File: src/rtl/lcd_text_pkg.sv
// Shared constants, state encoding and character filter for the HD44780 text frame writer.
package lcd_text_pkg;

  localparam logic [7:0] LCD_CMD_SET_DDRAM = 8'h80;
  localparam logic [7:0] LCD_CMD_CLEAR     = 8'h01;
  localparam logic [7:0] LCD_LINE2_ADDR    = 8'h40;
  localparam logic [7:0] LCD_CHAR_SPACE    = 8'h20;

  typedef enum logic [1:0] {
    S_IDLE,
    S_LINE_CMD,
    S_CHAR,
    S_DONE
  } state_e;

  // Anything outside printable ASCII shows as a blank cell.
  function automatic logic [7:0] lcd_sanitize(input logic [7:0] c);
    return ((c < 8'h20) || (c > 8'h7E)) ? LCD_CHAR_SPACE : c;
  endfunction

endpackage

File: src/rtl/lcd_text_buf.sv
// Frame buffer: DEPTH x 8 register array that resets to spaces, one write port, one combinational read port.
module lcd_text_buf
  import lcd_text_pkg::*;
#(
  parameter int DEPTH  = 32,
  parameter int ADDR_W = 5
) (
  input  logic              clk,
  input  logic              reset_n,
  input  logic              wr_en,
  input  logic [ADDR_W-1:0] wr_addr,
  input  logic [7:0]        wr_char,
  input  logic [ADDR_W-1:0] rd_addr,
  output logic [7:0]        rd_char
);

  logic [7:0] mem_q [DEPTH];
  logic [7:0] mem_d [DEPTH];

  always_comb begin
    mem_d = mem_q;
    if (wr_en && (int'(wr_addr) < DEPTH)) begin
      mem_d[wr_addr] = wr_char;
    end
  end

  always_ff @(posedge clk or negedge reset_n) begin
    if (!reset_n) begin
      for (int i = 0; i < DEPTH; i++) begin
        mem_q[i] <= LCD_CHAR_SPACE;
      end
    end else begin
      mem_q <= mem_d;
    end
  end

  assign rd_char = (int'(rd_addr) < DEPTH) ? mem_q[rd_addr] : LCD_CHAR_SPACE;

endmodule

File: src/rtl/lcd_text_frame_writer.sv
// Streams a ROWS x COLS text frame to the HD44780 controller FIFO as DDRAM-address commands plus characters.
// Optional build macro LCD_TEXT_SANITIZE_EN blanks non-printable characters on output.
module lcd_text_frame_writer
  import lcd_text_pkg::*;
#(
  parameter int          COLS       = 16,
  parameter int          ROWS       = 2,
  parameter logic [7:0]  LINE2_ADDR = LCD_LINE2_ADDR,
  localparam int         DEPTH      = ROWS * COLS,
  localparam int         ADDR_W     = (DEPTH > 1) ? $clog2(DEPTH) : 1,
  localparam int         COL_W      = (COLS > 1) ? $clog2(COLS) : 1
) (
  input  logic              clk,
  input  logic              reset_n,
  input  logic              wr_en,
  input  logic [ADDR_W-1:0] wr_addr,
  input  logic [7:0]        wr_char,
  input  logic              refresh_req,
  input  logic              lcd_init_done,
  input  logic              lcd_data_ready,
  output logic [7:0]        lcd_data,
  output logic              lcd_data_valid,
  output logic              lcd_is_cmd,
  output logic              frame_busy,
  output logic              frame_done
);

  state_e            state_q, state_d;
  logic              row_q, row_d;
  logic [COL_W-1:0]  col_q, col_d;
  logic              dirty_q, dirty_d;
  logic [7:0]        lcd_data_q, lcd_data_d;
  logic              lcd_data_valid_q, lcd_data_valid_d;
  logic              lcd_is_cmd_q, lcd_is_cmd_d;
  logic              frame_busy_q, frame_busy_d;
  logic              frame_done_q, frame_done_d;

  logic              wr_ok;
  logic              xfer;
  logic              start;
  logic [ADDR_W-1:0] rd_addr;
  logic [7:0]        rd_char;
  logic [7:0]        char_out;

  assign wr_ok = wr_en && (int'(wr_addr) < DEPTH);
  assign xfer  = lcd_data_valid_q && lcd_data_ready;
  assign start = (state_q == S_IDLE) && dirty_q && lcd_init_done;

  lcd_text_buf #(
    .DEPTH  (DEPTH),
    .ADDR_W (ADDR_W)
  ) u_buf (
    .clk     (clk),
    .reset_n (reset_n),
    .wr_en   (wr_ok),
    .wr_addr (wr_addr),
    .wr_char (wr_char),
    .rd_addr (rd_addr),
    .rd_char (rd_char)
  );

  always_comb begin
    state_d = state_q;
    row_d   = row_q;
    col_d   = col_q;
    dirty_d = dirty_q;
    case (state_q)
      S_IDLE: begin
        if (start) begin
          dirty_d = 1'b0;
          row_d   = 1'b0;
          col_d   = '0;
          state_d = S_LINE_CMD;
        end
      end
      S_LINE_CMD: begin
        if (xfer) state_d = S_CHAR;
      end
      S_CHAR: begin
        if (xfer) begin
          if (int'(col_q) < COLS - 1) begin
            col_d = col_q + COL_W'(1);
          end else if (int'(row_q) < ROWS - 1) begin
            row_d   = 1'b1;
            col_d   = '0;
            state_d = S_LINE_CMD;
          end else begin
            state_d = S_DONE;
          end
        end
      end
      S_DONE:  state_d = S_IDLE;
      default: state_d = S_IDLE;
    endcase
    // New content arriving while the frame is being cleared must still win.
    if (wr_ok || refresh_req) dirty_d = 1'b1;
  end

  // The byte loaded next is addressed by the upcoming position, read from the live buffer.
  assign rd_addr = ADDR_W'(row_d) * ADDR_W'(COLS) + ADDR_W'(col_d);

`ifdef LCD_TEXT_SANITIZE_EN
  assign char_out = lcd_sanitize(rd_char);
`else
  assign char_out = rd_char;
`endif

  always_comb begin
    lcd_data_d       = lcd_data_q;
    lcd_data_valid_d = lcd_data_valid_q;
    lcd_is_cmd_d     = lcd_is_cmd_q;
    if (start || xfer) begin
      case (state_d)
        S_LINE_CMD: begin
          lcd_data_d       = LCD_CMD_SET_DDRAM | (row_d ? LINE2_ADDR : 8'h00);
          lcd_data_valid_d = 1'b1;
          lcd_is_cmd_d     = 1'b1;
        end
        S_CHAR: begin
          lcd_data_d       = char_out;
          lcd_data_valid_d = 1'b1;
          lcd_is_cmd_d     = 1'b0;
        end
        default: lcd_data_valid_d = 1'b0;
      endcase
    end
    frame_done_d = (state_d == S_DONE);
    frame_busy_d = (state_d != S_IDLE);
  end

  always_ff @(posedge clk or negedge reset_n) begin
    if (!reset_n) begin
      state_q          <= S_IDLE;
      row_q            <= 1'b0;
      col_q            <= '0;
      dirty_q          <= 1'b1;
      lcd_data_q       <= 8'h00;
      lcd_data_valid_q <= 1'b0;
      lcd_is_cmd_q     <= 1'b1;
      frame_busy_q     <= 1'b0;
      frame_done_q     <= 1'b0;
    end else begin
      state_q          <= state_d;
      row_q            <= row_d;
      col_q            <= col_d;
      dirty_q          <= dirty_d;
      lcd_data_q       <= lcd_data_d;
      lcd_data_valid_q <= lcd_data_valid_d;
      lcd_is_cmd_q     <= lcd_is_cmd_d;
      frame_busy_q     <= frame_busy_d;
      frame_done_q     <= frame_done_d;
    end
  end

  assign lcd_data       = lcd_data_q;
  assign lcd_data_valid = lcd_data_valid_q;
  assign lcd_is_cmd     = lcd_is_cmd_q;
  assign frame_busy     = frame_busy_q;
  assign frame_done     = frame_done_q;

endmodule

File: config.mk
export PLATFORM = sky130hd
export DESIGN_NAME = lcd_text_frame_writer
export DESIGN_NICKNAME = d
export VERILOG_FILES = /design/src/rtl/lcd_text_pkg.sv /design/src/rtl/lcd_text_buf.sv /design/src/rtl/lcd_text_frame_writer.sv
export SDC_FILE = /design/constraint.sdc
export NUM_CORES = 1
export LEC_CHECK = 0
export CAP_MARGIN = 40
export CORE_ASPECT_RATIO = 1.75
export CORE_UTILIZATION = 25
export CTS_CLUSTER_SIZE = 24
export DETAILED_ROUTE_END_ITERATION = 10
export GPL_TIMING_DRIVEN = 0
export REMOVE_ABC_BUFFERS = 1
export SLEW_MARGIN = 20
export SYNTH_ARGS = -nofsm -noshare
export SYNTH_HDL_FRONTEND = slang
export SYNTH_SLANG_ARGS = --single-unit
File: constraint.sdc
create_clock -name clk -period 3.3 [get_ports clk]
set_input_delay 0.66 -clock clk [delete_from_list [all_inputs] [get_ports clk]]
set_output_delay 0.66 -clock clk [all_outputs]
set_load 0.05 [all_outputs]
==> impl_results.md, run 1 <==
* Status: complete, no violations
* Synth unique cells at 60
* Synth warn at 0
* Total CTS buffers at 24
* Vias at 8749
* Top post-synthesis cells by area: dfrtp_1, mux2_2, dfstp_2
* # setup viols final at 0
* Via density at 4.94
* Clock Latency Late Sink at 0.53 ns
* Worst Clk Skew at 0.00968 ns
* Grt ovf at 0
* Worst-path clk slew at 0.07 ns
* Share of cells above drive strength 1 at 36.7%
* WL final at 35.6 mm
* Initial antenna violation count at 3
* Nets at 1111
* I/O Buffers at 30
* Fin. Hold Viols at 0
* CP Launch Type: flop
* Core Area at 50700 sq um
* Clk root buf: clkbuf_16
* CTS sink count at 276
* FMAX at 312 MHz
* Drc violations at 0
* Yosys top cell area share at 47.0%
* Post-synthesis sequential area ratio at 53.9%
* Antenna cell count at 0
* Antenna viol nets, final at 0
* Final Critical Period at 3.21 ns
* Hold-fix buffers, CTS at 0
* Chip height at 302 microns
* DP HPWL at 22.8 mm
* Global-route usage over all layers at 13.4%
* CP max stage delay at 0.55 ns
* Crit path max fanout at 20
* Core Rows at 109
* Most used DFF post-synth: dfrtp_1
* Largest net degree at the start of global routing at 102
* Mean post-synth cell area at 12.0 sq um
* Biggest area consumer among synthesized cells: dfrtp_1
* Post-DR wirelength/cell at 20.1 microns
* Max-cap viol count at 0
* Most common cell in the netlist: mux2_2
* Worst Setup End Kind: flop
* H-tree levels at 1
* VDD IR-drop max at 0.327 mV
* CTS tree: done
* Actual slew at the worst max-slew pin at 0.898 ns
* Cell Pwr Density at 675 nW/um^2
* Final Util at 29.7%
* Initial Util at 25.4%
* Synth async-reset ratio at 100%
* M2 GR Usage at 25.4%
* Crit share post-route at 97.3%
* Layout area overhead at 17.1%
* Most Crowded Layer GR: met2
* DRT Pass-1 Iters at 5
* Gpl congestion at 0.825
* Max transition margin at 39.8%
* Syn Inst Count at 1071
* Top cells by count, synth: mux2_2, dfrtp_1, nand2_1, a21oi_1, clkbuf_1
* P_leak at 6.47 nW
* Ports at 31
* Worst path required time at 3.76 ns
* Number of synthesized flops with an enable pin at 0
* Vias in the first global route at 9011
* Synth Register Bits at 276
* CP Class: flop to flop
* M1 GR Usage at 14.3%
* Crit path cell chain: ha_2, and3_1, a21o_4, a32oi_4, inv_4, and3_4, buf_12, a32o_1, a221oi_2, o22ai_1, nor3b_2
* First-pass GRT wire length at 54.2 mm
* Die area at 52500 sq um
* Die width at 174 microns
* Slowest-stage cell, CP: a32oi_4
* Netlist Area Pre-Place at 12900 sq um
* DRT iter0 DRCs at 693
* Deepest clock path buffer count at 3
* Placed instance count at 1713
* M3 GR Usage at 1.47%
* Pins over their slew limit at 0
* WP data arrival at 3.67 ns
* Hold Crit Class: primary input to asynchronous set/reset pin
* Non-Filler Instances at 1772
-- worst paths after layout --
check,end,startpoint,slack [ns],cells past startpoint
max,lcd_data[7]$_DFFE_PN0P_,col_q[1]$_DFF_PN0_,0.09,11
min,u_buf.mem_q[193]$_DFFE_PN0P_,reset_n,0.13,1
max reg2reg,lcd_data[7]$_DFFE_PN0P_,col_q[1]$_DFF_PN0_,0.09,11
min reg2reg,lcd_is_cmd$_DFFE_PN1P_,lcd_is_cmd$_DFFE_PN1P_,0.49,2
max in group asynchronous,u_buf.mem_q[253]$_DFFE_PN1P_,reset_n,2.12,2
min in group clk,lcd_is_cmd$_DFFE_PN1P_,lcd_is_cmd$_DFFE_PN1P_,0.49,2
-- layer usage --
layer / vias to the layer above / share of wire, %
met2: 243 / 53
met4: 6 / 6.2
met1: 4517 / 37
met5: - / 0.098
li1: 3892 / -
met3: 91 / 3.5
-- cell usage in the layout, fill, tap and decap left out, types with 3 or more instances in the layout --
cell type	Yosys	routed
buf_16	0	10
nor3_1	4	3
and3_1	6	5
mux2_2	257	257
a221oi_1	14	14
nor2_1	23	23
nor3b_1	4	4
buf_4	4	19
buf_12	0	3
buf_2	22	8
nand2_1	175	175
a32oi_1	9	7
clkbuf_16	0	25
inv_1	4	4
clkdlybuf4s50_1	0	20
clkbuf_8	0	7
a22oi_1	17	17
dfstp_2	34	34
clkbuf_1	40	3
nand3b_1	3	3
nand3_1	27	26
dfrtp_1	242	240
a21oi_1	49	48
a211oi_1	7	7
ha_1	4	3
o21ai_1	6	6
a211o_1	7	7
a22o_1	6	6
nand4_1	6	6
clkinv_2	0	5
mux2i_1	33	33
a31oi_1	19	17
-- logic make-up (layout without fill, tap and decap cells) --
logic type               Yosys count  after routing  synth area share, %
multiplexers                     290            290                 25.0
flip-flops                       276            276                 53.9
AND/OR/NAND/NOR                  265            266                 9.19
AO/OA/AOI/OAI                    154            154                 8.49
buffers and inverters             82            116                 3.02
adder cells (fa/ha/maj)            4              4                0.388
-- through the flow --
| stage | area, sq um | hold WS, ns | total power (W) | TNS (ns) | worst slack (ns) |
|---|---|---|---|---|---|
| 2_1_floorplan | 12500 | 0.364 | 0.00608 | -14.35 | -1.73 |
| 3_3_place_gp | 13700 | 0.477 | 0.00688 | -2682.95 | -10.04 |
| 3_5_place_dp | 14000 | 0.476 | 0.00708 | -8.97 | -1.34 |
| 4_1_cts | 15000 | 0.182 | 0.0103 | 0 | 0.00216 |
| 5_1_grt | 15100 | 0.207 | 0.0107 | -0.000301 | -0.000301 |
| 6_report | 15100 | 0.128 | 0.0102 | 0 | 0.0906 |
-- state kept, by name, summed over array words and instances, names as in the netlist --
signal          flops
row_q               1
u_buf.mem_q       256
lcd_data            8
lcd_is_cmd          1
lcd_data_valid      1
col_q               4
frame_done          1
frame_busy          1
state_q             2
dirty_q             1
-- critical path: cells and delay by family (launching register included) --
kind	cells	cell delay [ns]
AO/OA/AOI/OAI	5	1.35
buffers and inverters	2	0.41
AND/OR/NAND/NOR	3	0.72
flip-flops	1	0.44
adder cells (fa/ha/maj)	1	0.22
-- where the power goes --
part           internal [W]  leakage (nW)  switching [W]  total (W)
combinational       0.00121          2.60        0.00149    0.00271
sequential          0.00412          3.45       0.000380    0.00450
clock               0.00170         0.410        0.00128    0.00299
-- what timing repair did --
action | CTS | global route
cloned | 3 | 1
setup endpoints to repair | 8 | 8
resized for setup | 14 | 8
pin swaps | 6 | 5
buffers inserted | 4 | 5
-- cell type report --
cell class	count	area, sq um
Clock buffer	35	733
Timing Repair Buffer	65	797
Sequential cell	276	6950
Tap cell	666	833
Clock inverter	9	100
Fill cell	5154	35600
Inverter	7	41.3
Multi-Input combinational cell	714	5630
(Power assumes the default switching activity.)
==> inputs of run 2 (changes only) <==
==> constraint.sdc (replaced) <==
create_clock -name clk -period 2.6 [get_ports clk]
set_input_delay 0.52 -clock clk [delete_from_list [all_inputs] [get_ports clk]]
set_output_delay 0.52 -clock clk [all_outputs]
set_load 0.02 [all_outputs]
==> impl_results.md, run 2 (synthesized netlist as in run 1, its figures left out) <==
* CP Class: flop to flop
* Largest net degree at the start of global routing at 102 (unchanged)
* Crit path max fanout at 8 (-60%)
* Crit path cell chain: ha_4, and3_4, a21o_4, a31oi_4, clkbuf_16, buf_16, inv_16, buf_16, buf_12, mux2i_1, a22o_1, a31oi_4, a32oi_2, o21ai_1
* Commonest non-fill, non-tap cell in the layout: mux2_2
* CTS sink count at 276 (unchanged)
* Die area at 52500 sq um (unchanged)
* DRT iter0 DRCs at 602 (-13%)
* First-pass GRT wire length at 56.7 mm (+4.6%)
* Clock Latency Late Sink at 0.54 ns (about the same)
* R2R depth at 14 (+3)
* Nets at 1128 (+1.5%)
* P_leak at 6.63 nW (+2.5%)
* Max reg flops at 256 (unchanged)
* DRT Pass-1 Iters at 5 (unchanged)
* Slowest-stage cell, CP: dfrtp_1
* RSZ-0062 raised after global routing: true
* Antenna cell count at 0 (unchanged)
* Die width at 174 microns (unchanged)
* Hold_ws at -0.0113 ns (-0.139 ns)
* Worst Setup SP: col_q[1]$_DFF_PN0_
* Reg2reg end: lcd_data[1]$_DFFE_PN0P_
* Fin. Hold Viols at 3 (+3)
* Status: finished with violations
* Most Crowded Layer GR: met2
* Chip height at 302 microns (unchanged)
* WL final at 37.2 mm (+4.5%)
* Worst Clk Skew at 0.00854 ns (-0.00113 ns)
* Grt ovf at 0 (unchanged)
* Pins over their slew limit at 0 (unchanged)
* Cell Pwr Density at 852 nW/um^2 (+26%)
* H-tree levels at 1 (unchanged)
* Max-cap viol count at 0 (unchanged)
* I/O Buffers at 30 (unchanged)
* CP Launch Type: flop
* Fin Setup TNS at -2.11 ns (-2.11 ns)
* WP depth at 14 (+3)
* Worst-path clk slew at 0.07 ns (about the same)
* # setup viols final at 8 (+8)
* Failing checks: negative hold slack, negative setup slack
* Final worst slack at -0.287 ns (-0.378 ns)
* Ports at 31 (unchanged)
* WP data arrival at 3.34 ns (-0.33 ns)
* Post-DR wirelength/cell at 20.8 microns (+3.5%)
* Deepest clock path buffer count at 3 (unchanged)
* Initial Util at 25.4% (unchanged)
* CTS tree: done
* Hold-fix buffers, CTS at 0 (unchanged)
* Share of cells above drive strength 1 at 40.8% (+4.1 points)
* M1 GR Usage at 15.2% (+0.88 points)
* Vias in the first global route at 9291 (+3.1%)
* Worst path required time at 3.06 ns (-0.70 ns)
* Drc violations at 0 (unchanged)
* Actual slew at the worst max-slew pin at 0.844 ns (-0.0538 ns)
* Most flops, register: u_buf.mem_q
* FF/Latch Area at 6950 sq um (unchanged)
* Core Area at 50700 sq um (unchanged)
* Power Total at 0.0133 W (+31%)
* Crit share post-route at 111% (+14 points)
* VDD IR-drop max at 0.417 mV (+27%)
* Total CTS buffers at 24 (unchanged)
* Hold Crit Class: primary input to asynchronous set/reset pin
* Global-route usage over all layers at 14.2% (+0.76 points)
* Antenna viol nets, final at 0 (unchanged)
* FILL cells at 5111 (-0.83%)
* Initial antenna violation count at 3 (unchanged)
* Flop2flop setup slack at -0.29 ns (-0.38 ns)
* Multi-input gate area at 5920 sq um (+5.1%)
* Max transition margin at 43.5% (+3.7 points)
* FMAX at 346 MHz (+11%)
* Core Rows at 109 (unchanged)
* Vias at 8848 (+1.1%)
* M3 GR Usage at 1.54% (+0.075 points)
* CP bufs+invs at 5 (+3)
* Delay-heaviest family, CP: compound AO/OA/AOI/OAI gates
* M2 GR Usage at 26.1% (+0.72 points)
* Most frequent cells in the layout: mux2_2, dfrtp_1, nand2_1, a21oi_1, dfstp_2
* Clk root buf: clkbuf_16
* Via density at 4.95 (+0.17%)
* Layout area overhead at 21.2%
* DP HPWL at 22.8 mm (unchanged)
* Worst r2r src: col_q[1]$_DFF_PN0_
* Worst Setup End Kind: flop
* CP max stage delay at 0.42 ns (-0.13 ns)
* Critical Path End: lcd_data[1]$_DFFE_PN0P_
* Gpl congestion at 0.825 (unchanged)
* Setup Slack @ Placement at -1.90 ns (-0.560 ns)
* Final Critical Period at 2.89 ns (-0.322 ns)
[run 2: metrics by stage]
step	cell area (sq um)	hold slack (ns)	util (%)	instances
after detailed placement	14000	0.476	27.6	1713
after CTS	15500	0.0420	30.5	1786
final	15600	-0.0113	30.8	1789
after global routing	15600	0.0670	30.8	1789
after global placement	13700	0.477	26.9	1692
after floorplan	12500	0.224	-	996
[run 2: worst min-delay path by stage]
stage / slack [ns] / from / cells past startpoint / end
3_5_place_dp: 0.48 / lcd_is_cmd$_DFFE_PN1P_ / 2 / lcd_is_cmd$_DFFE_PN1P_
2_1_floorplan: 0.22 / reset_n / 0 / col_q[0]$_DFF_PN0_
5_1_grt: 0.07 / reset_n / 1 / u_buf.mem_q[193]$_DFFE_PN0P_
4_1_cts: 0.04 / reset_n / 1 / u_buf.mem_q[193]$_DFFE_PN0P_
3_3_place_gp: 0.48 / lcd_is_cmd$_DFFE_PN1P_ / 2 / lcd_is_cmd$_DFFE_PN1P_
6_report: -0.01 / reset_n / 1 / u_buf.mem_q[193]$_DFFE_PN0P_
[run 2: layout make-up]
| class | instances | area share (%) |
|---|---|---|
| clock inverter | 9 | 0.640 |
| timing repair inverter | 1 | 0.0560 |
| sequential | 276 | 44.5 |
| timing repair buffer | 81 | 6.52 |
| multi-input combinational | 714 | 37.9 |
| inverter | 7 | 0.392 |
| clock buffer | 35 | 4.69 |
| tap | 666 | 5.33 |
[run 2: metal layers]
metal / vias to the layer above / share of wire, %
met1: 4586 / 37
met2: 237 / 52
li1: 3919 / -
met3: 100 / 3.4
met4: 6 / 7.5
met5: - / 0.094
[run 2: power breakdown]
| part | total [W] | switching [W] | internal, W | leakage (nW) |
|---|---|---|---|---|
| sequential | 0.00573 | 0.000500 | 0.00523 | 3.45 |
| combinational | 0.00379 | 0.00197 | 0.00182 | 2.76 |
| clock | 0.00379 | 0.00163 | 0.00216 | 0.410 |
| total | 0.0133 | 0.00411 | 0.00921 | 6.63 |
[run 2: timing repair]
| action | CTS | global route |
|---|---|---|
| buffers inserted | 22 | 0 |
| setup endpoints to repair | 9 | 8 |
| resized for setup | 59 | 24 |
| pin swaps | 20 | 15 |
| gates cloned | 7 | 1 |
[run 2: worst reg2reg max path: cells and delay by family, from the launching register on]
kind                     cells  cell delay [ns]
AND/OR/NAND/NOR              1             0.20
buffers and inverters        5             0.72
flip-flops                   1             0.42
multiplexers                 1             0.13
adder cells (fa/ha/maj)      1             0.19
AO/OA/AOI/OAI                6             1.17
